[src/rtl/ram_arb_pkg.sv]
`default_nettype none
// ============================================================================
// Module   : ram_arb_pkg
// Brief    : Shared types, constants and window check for the RAM host arbiter.
// Revision : 1.0 - initial release
// ============================================================================
package ram_arb_pkg;

    localparam int unsigned c_NUM_HOSTS = 2;

    typedef enum logic [0:0] {
        HOST_IFETCH = 1'b0,
        HOST_LSU    = 1'b1
    } host_id_e;

    typedef struct packed {
        logic        we;
        logic [3:0]  be;
        logic [31:0] addr;
        logic [31:0] wdata;
    } host_req_t;

    typedef struct packed {
        logic        rvalid;
        logic [31:0] rdata;
        logic        err;
    } host_rsp_t;

    typedef struct packed {
        logic     valid;
        host_id_e host;
        logic     is_read;
        logic     err;
    } rsp_tag_t;

    // 33-bit compare so a window touching the top of the address space cannot wrap.
    function automatic logic in_window(input logic [31:0] addr,
                                       input logic [31:0] base,
                                       input int unsigned depth);
        logic [32:0] lo;
        logic [32:0] hi;
        lo = {1'b0, base};
        hi = lo + (33'(depth) << 2);
        return ({1'b0, addr} >= lo) && ({1'b0, addr} < hi);
    endfunction

endpackage : ram_arb_pkg
`default_nettype wire

[src/rtl/ram_arb_rr.sv]
`default_nettype none
// ============================================================================
// Module   : ram_arb_rr
// Brief    : Two-way round-robin arbiter with last-grant pointer.
// Revision : 1.0 - initial release
// ============================================================================
module ram_arb_rr
    import ram_arb_pkg::*;
(
    input  logic                   clk,
    input  logic                   rst,
    input  logic [c_NUM_HOSTS-1:0] req,
    output logic [c_NUM_HOSTS-1:0] gnt
);

    host_id_e r_last;

    // Reset suppresses grants so requests held during reset are never accepted.
    always_comb begin
        gnt = '0;
        if (!rst) begin
            case (req)
                2'b01:   gnt = 2'b01;
                2'b10:   gnt = 2'b10;
                2'b11:   gnt = (r_last == HOST_LSU) ? 2'b01 : 2'b10;
                default: gnt = 2'b00;
            endcase
        end
    end

    always_ff @(posedge clk) begin
        if (rst) begin
            r_last <= HOST_LSU;
        end else if (|gnt) begin
            r_last <= host_id_e'(gnt[1]);
        end
    end

endmodule : ram_arb_rr
`default_nettype wire

[src/rtl/ram_host_arb.sv]
`default_nettype none
// ============================================================================
// Module   : ram_host_arb
// Brief    : Two-host req/gnt/rvalid front end onto one RAM port, with range check.
// Revision : 1.0 - initial release
// ============================================================================
module ram_host_arb
    import ram_arb_pkg::*;
#(
    parameter logic [31:0] BASE_ADDR           = 32'h0010_0000,
    parameter int unsigned DEPTH               = 128,
    parameter int unsigned WIDTH               = 32,
    parameter bit          ERR_ON_OUT_OF_RANGE = 1'b1
) (
    input  logic             clk_i,
    input  logic             rst_i,
    input  logic             h0_req_i,
    input  logic             h0_we_i,
    input  logic [3:0]       h0_be_i,
    input  logic [31:0]      h0_addr_i,
    input  logic [WIDTH-1:0] h0_wdata_i,
    output logic             h0_gnt_o,
    output logic             h0_rvalid_o,
    output logic [WIDTH-1:0] h0_rdata_o,
    output logic             h0_err_o,
    input  logic             h1_req_i,
    input  logic             h1_we_i,
    input  logic [3:0]       h1_be_i,
    input  logic [31:0]      h1_addr_i,
    input  logic [WIDTH-1:0] h1_wdata_i,
    output logic             h1_gnt_o,
    output logic             h1_rvalid_o,
    output logic [WIDTH-1:0] h1_rdata_o,
    output logic             h1_err_o,
    output logic             ram_req_o,
    output logic             ram_we_o,
    output logic [3:0]       ram_be_o,
    output logic [31:0]      ram_addr_o,
    output logic [WIDTH-1:0] ram_wdata_o,
    input  logic             ram_rvalid_i,
    input  logic [WIDTH-1:0] ram_rdata_i
);

    // Window offset mask: keeps word bits only, wrapping modulo the window size.
    localparam logic [31:0] c_OFFS_MASK = 32'(DEPTH * 4 - 1) & ~32'h3;

    host_req_t              w_h0_req;
    host_req_t              w_h1_req;
    host_req_t              w_win;
    logic [c_NUM_HOSTS-1:0] w_gnt;
    host_id_e               w_sel;
    logic                   w_any;
    logic                   w_err;
    logic                   w_ram_req;
    logic                   w_read_ok;
    rsp_tag_t               r_tag;
    host_rsp_t              w_rsp [c_NUM_HOSTS];

    assign w_h0_req = '{we: h0_we_i, be: h0_be_i, addr: h0_addr_i, wdata: h0_wdata_i};
    assign w_h1_req = '{we: h1_we_i, be: h1_be_i, addr: h1_addr_i, wdata: h1_wdata_i};

    ram_arb_rr u_rr (
        .clk (clk_i),
        .rst (rst_i),
        .req ({h1_req_i, h0_req_i}),
        .gnt (w_gnt)
    );

    assign h0_gnt_o  = w_gnt[0];
    assign h1_gnt_o  = w_gnt[1];
    assign w_any     = |w_gnt;
    assign w_sel     = host_id_e'(w_gnt[1]);
    assign w_win     = (w_sel == HOST_LSU) ? w_h1_req : w_h0_req;
    assign w_err     = ERR_ON_OUT_OF_RANGE && !in_window(w_win.addr, BASE_ADDR, DEPTH);
    assign w_ram_req = w_any && !w_err;

    always_comb begin
        ram_req_o   = w_ram_req;
        ram_we_o    = 1'b0;
        ram_be_o    = '0;
        ram_addr_o  = '0;
        ram_wdata_o = '0;
        if (w_ram_req) begin
            ram_we_o    = w_win.we;
            ram_be_o    = w_win.be;
            ram_addr_o  = (w_win.addr - BASE_ADDR) & c_OFFS_MASK;
            ram_wdata_o = w_win.wdata;
        end
    end

    // One tag per grant; every grant yields exactly one response next cycle.
    always_ff @(posedge clk_i) begin
        if (rst_i) begin
            r_tag <= '0;
        end else if (w_any) begin
            r_tag <= '{valid: 1'b1, host: w_sel, is_read: ~w_win.we, err: w_err};
        end else begin
            r_tag <= '0;
        end
    end

    assign w_read_ok = r_tag.valid && r_tag.is_read && !r_tag.err;

    for (genvar h = 0; h < c_NUM_HOSTS; h++) begin : g_rsp
        assign w_rsp[h] = (!rst_i && r_tag.valid && (r_tag.host == host_id_e'(h)))
                        ? '{rvalid: 1'b1, rdata: (w_read_ok ? ram_rdata_i : '0), err: r_tag.err}
                        : '0;
    end

    assign h0_rvalid_o = w_rsp[0].rvalid;
    assign h0_rdata_o  = w_rsp[0].rdata;
    assign h0_err_o    = w_rsp[0].err;
    assign h1_rvalid_o = w_rsp[1].rvalid;
    assign h1_rdata_o  = w_rsp[1].rdata;
    assign h1_err_o    = w_rsp[1].err;

    // RAM read-valid must agree with the locally tracked pending read.
    ram_rvalid_consistent_a : assert property (@(posedge clk_i) disable iff (rst_i)
        ram_rvalid_i == w_read_ok);

endmodule : ram_host_arb
`default_nettype wire

[config.mk]
export PLATFORM = sky130hd
export DESIGN_NAME = ram_host_arb
export DESIGN_NICKNAME = d
export VERILOG_FILES = /design/src/rtl/ram_arb_pkg.sv /design/src/rtl/ram_arb_rr.sv /design/src/rtl/ram_host_arb.sv
export SDC_FILE = /design/constraint.sdc
export NUM_CORES = 1
export LEC_CHECK = 0
export CAP_MARGIN = 15
export CELL_PAD_IN_SITES_DETAIL_PLACEMENT = 1
export CELL_PAD_IN_SITES_GLOBAL_PLACEMENT = 2
export CORE_MARGIN = 4
export CORE_UTILIZATION = 10
export DETAILED_ROUTE_END_ITERATION = 12
export GPL_TIMING_DRIVEN = 0
export PLACE_DENSITY_LB_ADDON = 0.1
export SLEW_MARGIN = 0
export SYNTH_ARGS = -nofsm -noshare
export SYNTH_HDL_FRONTEND = slang
export SYNTH_SLANG_ARGS = --single-unit
[constraint.sdc]
create_clock -name clk_i -period 5.63 [get_ports clk_i]
set_input_delay 1.126 -clock clk_i [delete_from_list [all_inputs] [get_ports clk_i]]
set_output_delay 1.126 -clock clk_i [all_outputs]
set_load 0.02 [all_outputs]
# Yosys cells after proc, flatten, opt, wreduce, memory -nomap -nowiden
# Cells that the tools add are included.
[word_totals]
register_bits = 5
latch_bits = 0
mem_bits_rw = 0
romBits = 0
in_bits = 175
out_inout_bits = 140
mem_count = 0
[classes]
addsub = 1
n_mul = 0
div_mod_pow = 0
order_cmp = 2
eq_ne = 3
shift = 0
n_mux = 12
bitwise = 3
n_reduce_logical = 12
[op_table]
columns = ["op", "count"]
rows = [
  ["$mux W69", 1],
  ["$mux W34", 2],
  ["$mux W32", 2],
  ["$ge A32 B21 Y1 const B", 1],
  ["$lt A32 B21 Y1 const B", 1],
  ["$mux W9", 1],
  ["$sub A9 B1 Y9 const B", 1],
  ["$mux W4", 2],
  ["$logic_and A1 B1 Y1", 7],
  ["$pmux W2 S3", 1],
  ["$eq A2 B2 Y1 const B", 2],
  ["$mux W2", 2],
  ["$reduce_or A2 Y1", 2],
  ["$logic_not A1 Y1", 3],
  ["$not A1 Y1", 3],
  ["$eq A2 B1 Y1 const B", 1],
  ["$mux W1", 1],
]

# Logic depth before layout (Yosys ltp)
[logic_depth]
word_depth = 8
ltp_mapped = 7
mapped_depth_nobuf = 5

# Hierarchy
# From an unflattened synthesis, not the netlist that was laid out.
[hier_totals]
hier_cells = 248
area_unflattened_um2 = 2063.2
[modules_own_cells]
columns = ["module", "n_inst", "cells_each", "area_per_inst_um2", "seq_area_each_um2"]
rows = [
  ["ram_host_arb", 1, 241, 2005.7, 80.1],
  ["ram_arb_rr", 1, 7, 57.6, 20.0],
]

# Worst setup path after synthesis
# No wires, ideal clock.
[synth_timing]
path_kind = "input-to-output"
start = "in rst_i"
end = "out h0_rdata_o[10]"
arrival_ps = 2549
t_required_ps = 4504
slack_ps = 1955
cell_stages = 4
n_path_buf = 1
path_cell_list = "nor3b_1 -> and4b_1 -> clkbuf_1 -> and2_1"
[synth_between]
elab_chain_cells = 4
[synth_rtl]
columns = ["element", "line", "rtl"]
rows = [
  ["from (decl)", "ram_host_arb.sv:16", "input logic rst_i,"],
  ["$logic_not A1 Y1", "ram_host_arb.sv:105", "assign w_rsp[h] = (!rst_i && r_tag.valid && (r_tag.host == host_id_e'(h)))"],
  ["$logic_and A1 B1 Y1 (2 in series)", "ram_host_arb.sv:105", ""],
  ["$mux W34", "ram_host_arb.sv:106", "? '{rvalid: 1'b1, rdata: (w_read_ok ? ram_rdata_i : '0), err: r_tag.err}"],
  ["to (decl)", "ram_host_arb.sv:24", "output logic [WIDTH-1:0] h0_rdata_o,"],
]
# Every way passes these cells.

# Final worst setup path
[layout_timing]
start = "in rst_i"
end = "out ram_wdata_o[11]"
[layout_between]
elab_chain_cells = 6
elab_cells_between_ends = 8
classes_between = "order compare: 2; mux: 3; reduce/logical: 3"
[layout_rtl]
columns = ["element", "line", "rtl"]
rows = [
  ["$mux W2 *", "ram_arb_rr.sv:21", "if (!rst) begin"],
  ["$mux W69", "ram_host_arb.sv:73", "assign w_win = (w_sel == HOST_LSU) ? w_h1_req : w_h0_req;"],
  ["$ge A32 B21 Y1 or $lt A32 B21 Y1 (tied branches)", "ram_arb_pkg.sv:44", "return ({1'b0, addr} >= lo) && ({1'b0, addr} < hi);"],
  ["$logic_and A1 B1 Y1", "ram_arb_pkg.sv:44", ""],
  ["$logic_and A1 B1 Y1", "ram_host_arb.sv:75", "assign w_ram_req = w_any && !w_err;"],
  ["$mux W32 *", "ram_host_arb.sv:83", "if (w_ram_req) begin"],
  ["to (decl)", "ram_host_arb.sv:39", "output logic [WIDTH-1:0] ram_wdata_o,"],
]
# Mark *: on every way between the ends. The rest lies on a longest branch, timed or not.

==> out/qor.csv <==
stage,metric,value,unit
yosys,Post-Syn Area,0.001897,mm^2
route,vias,2822,
clock_network,Post-CTS Setup Inserts,0,
grt,number of global-route vias before repair,3208,
route,Residual DRC,0,
placed_design,dpl hpwl,10630,um
worst_setup_path,Crit-path slowest cell,clkbuf_1,
worst_setup_path,Critical R2R Launch,u_rr.r_last$_SDFFE_PP1N_,
yosys,post-synthesis sequential area ratio,5.277,%
clock_network,CTS tree,done,
grt,first-pass GRT wire length,18290,um
sta,"Slew Viols, Final",0,
finish,fraction of layout cells with a size suffix above 1,13.61,%
floorplan,Die Height,145.7,um
floorplan,effective utilization at floorplan,10.14,%
sta,Final Hold Viols,0,
sta,Final Cycle Share,85.16,%
sta,worst slew pin tran,798.4,ps
clock_network,Resized cells post-CTS,0,
route,routed vias/inst,3.595,
finish,Util after Layout,27.81,%
worst_setup_path,Startpoint Class,primary input,
sta,min Tclk post-route,4794,ps
worst_setup_path,CP Class,primary input to output pin,
yosys,"FF+latch count, synth",5,
finish,FF+latch area,100.1,um^2
yosys,Main synth FF type,dfxtp_1,
placed_design,# port buffers,284,
yosys,synthesized instance count,239,
yosys,"top cells by count, synth","and2_1 (68), mux2i_1 (44), nor3_2 (39)",
finish,Layout fillers,2215,
worst_setup_path,critical path's most frequent cell,clkdlybuf4s50_1,
clock_network,Sinks on Clock Net,5,
sta,skew final,1.140,ps
clock_network,Root Driver,clkbuf_16,
clock_network,maximum buffer depth of the clock tree,2,
yosys,ys async rst share,0,%
grt,antenna violations before repair,0,
route,DRT iter0 DRCs,38,
floorplan,I/O Pins,315,
hold_path,worst min-delay path category,flop to flop,
power_and_ir_drop,cell leakage power,2.084,nW
clock_network,clk slew on worst S/H paths,30,ps
route,overall routed net length,11780,um
route,DR WL/cell,15.01,um
sta,fmax,0.2086,GHz
clock_network,total CTS buffers,3,
route,drt first pass iters,4,
floorplan,Site Rows,50,
hold_path,min-delay src,u_rr.r_last$_SDFFE_PP1N_,
finish,Inserted Diodes,0,
finish,Area Growth Syn to Fin,174.2,%
worst_setup_path,Reg2Reg Setup Slack,4120,ps
yosys,Area contributors post-synth,"mux2i_1 (23%), and2_1 (22%), nor3_2 (21%)",
worst_setup_path,CP Cell Sequence,clkdlybuf4s50_1 > o21bai_1 > buf_1 > clkbuf_1 > nor3_2 > clkdlybuf4s50_1,
yosys,most frequent cell after synthesis,and2_1,
clock_network,Hold Buf Count CTS,0,
power_and_ir_drop,Pwr Density,70.91,mW/mm^2
worst_setup_path,slowest cell delay on critical path,610,ps
floorplan,Die X,145.7,um
floorplan,Die ar.,0.02124,mm^2
sta,relative slew slack,46.77,%
worst_setup_path,CP Capture Type,output pin,
grt,largest net degree at the start of global routing,11,
sta,setup_tns,0,ps
yosys,"area leader, netlist",mux2i_1,
sta,RSZ-0062 raised after global routing,no,
power_and_ir_drop,total power,0.0003688,W
yosys,Avg Inst Size Synth,7.936,um^2
yosys,YS warnings,0,
grt,all-layer global routing usage,10.67,%
floorplan,CORE AREA,0.01871,mm^2
run_status,status,"finished, final reports clean",
yosys,count of different cell masters after synthesis,27,
finish,area of the multi-input gates,0.001575,mm^2
worst_setup_path,required time worst endpoint,4500,ps
clock_network,Skew-Pair Late Insertion Delay,220,ps
yosys,post-synth top area share,23.22,%
clock_network,# H-tree levels,1,
worst_setup_path,Worst EP arrival,3670,ps
sta,setup violators final,0,
grt,grt ovf,0,
worst_setup_path,Crit. Startpoint,rst_i,
run,max-cap check violation count,0,
power_and_ir_drop,Peak VDD IR,0.00006534,V
worst_setup_path,CP max FO,10,
placed_design,placer congestion estimate,0.7009,
finish,Total Nets Final,727,
yosys,Post-synth EDFFs,0,
route,remaining antenna violation count,0,
logic make-up after synthesis:
kind of cell | synth area share [%]
other | 0.1977
buffers and inverters | 16.42
AND/OR/NAND/NOR | 53.69
flip-flops | 5.277
AO/OA/AOI/OAI | 1.187
multiplexers | 23.22
layer usage:
layer | up-vias | wire, um | track usage, %
li1 | 1399 | - | -
met4 | 0 | 80 | 1.567
met3 | 4 | 1291 | 4.267
met2 | 157 | 6391 | 20.54
met1 | 1262 | 4017 | 11.04
met5 | - | 0 | 0
power breakdown:
group          leakage [nW]  internal (W)  switching (W)  total [W]
clock                0.0382     0.0000937      0.0000218   0.000115
sequential           0.0417     0.0000380     0.00000125  0.0000393
combinational          2.00      0.000139      0.0000751   0.000214
total                  2.08      0.000271      0.0000981   0.000369
area by class of cell:
type | count | share of cell area, %
sequential | 5 | 1.924
timing repair buffer | 284 | 54.65
multi-input combinational | 210 | 30.29
inverter | 3 | 0.2165
tap | 234 | 5.629
buffer | 45 | 5.773
clock buffer | 4 | 1.516
stage by stage:
step / cell area, um^2 / instances / worst slack [ps] / hold WS, ps
global route: 5201 / 785 / 604.6 / 531.9
detailed placement: 5122 / 781 / 738.0 / 495.7
finish: 5201 / 785 / 835.6 / 506.1
global placement: 5122 / 781 / 755.1 / 490.9
CTS: 5201 / 785 / 725.9 / 506.5
floorplan: 1987 / 263 / 1955 / 458.9
state kept, by name, summed over array words and instances, names as in the netlist:
register,cells
u_rr.r_last,1
r_tag,4
path summary, 6_finish.rpt:
check                                           endpoint  cells after the start
worst max-delay path                     ram_wdata_o[11]                      6
worst max register to register       r_tag[0]$_SDFF_PP0_                      6
worst min-delay path            u_rr.r_last$_SDFFE_PP1N_                      2
worst min register to register  u_rr.r_last$_SDFFE_PP1N_                      2
critical path, delay by kind of cell:
| family | cells | cell delay [ps] |
|---|---|---|
| and+or+nand+nor | 1 | 100 |
| AOI/OAI and AO/OA | 1 | 180 |
| buffers and inverters | 4 | 2240 |
layout by cell type (no fill, tap or decap), drive strengths merged:
cell type	n
dfxtp	5
nor4b	2
nor2b	1
nor3	46
mux2i	44
and2	68
nor2	2
clkdlybuf4s50	284
nor4	8
and4b	2
clkbuf	13
nand2b	1
nand4	3
buf	36
o32a	1
o21ai	1
and3b	1
o21bai	1
conb	25
nor3b	1
inv	3
nand2	3
Power figures use the tool's default switching activity.
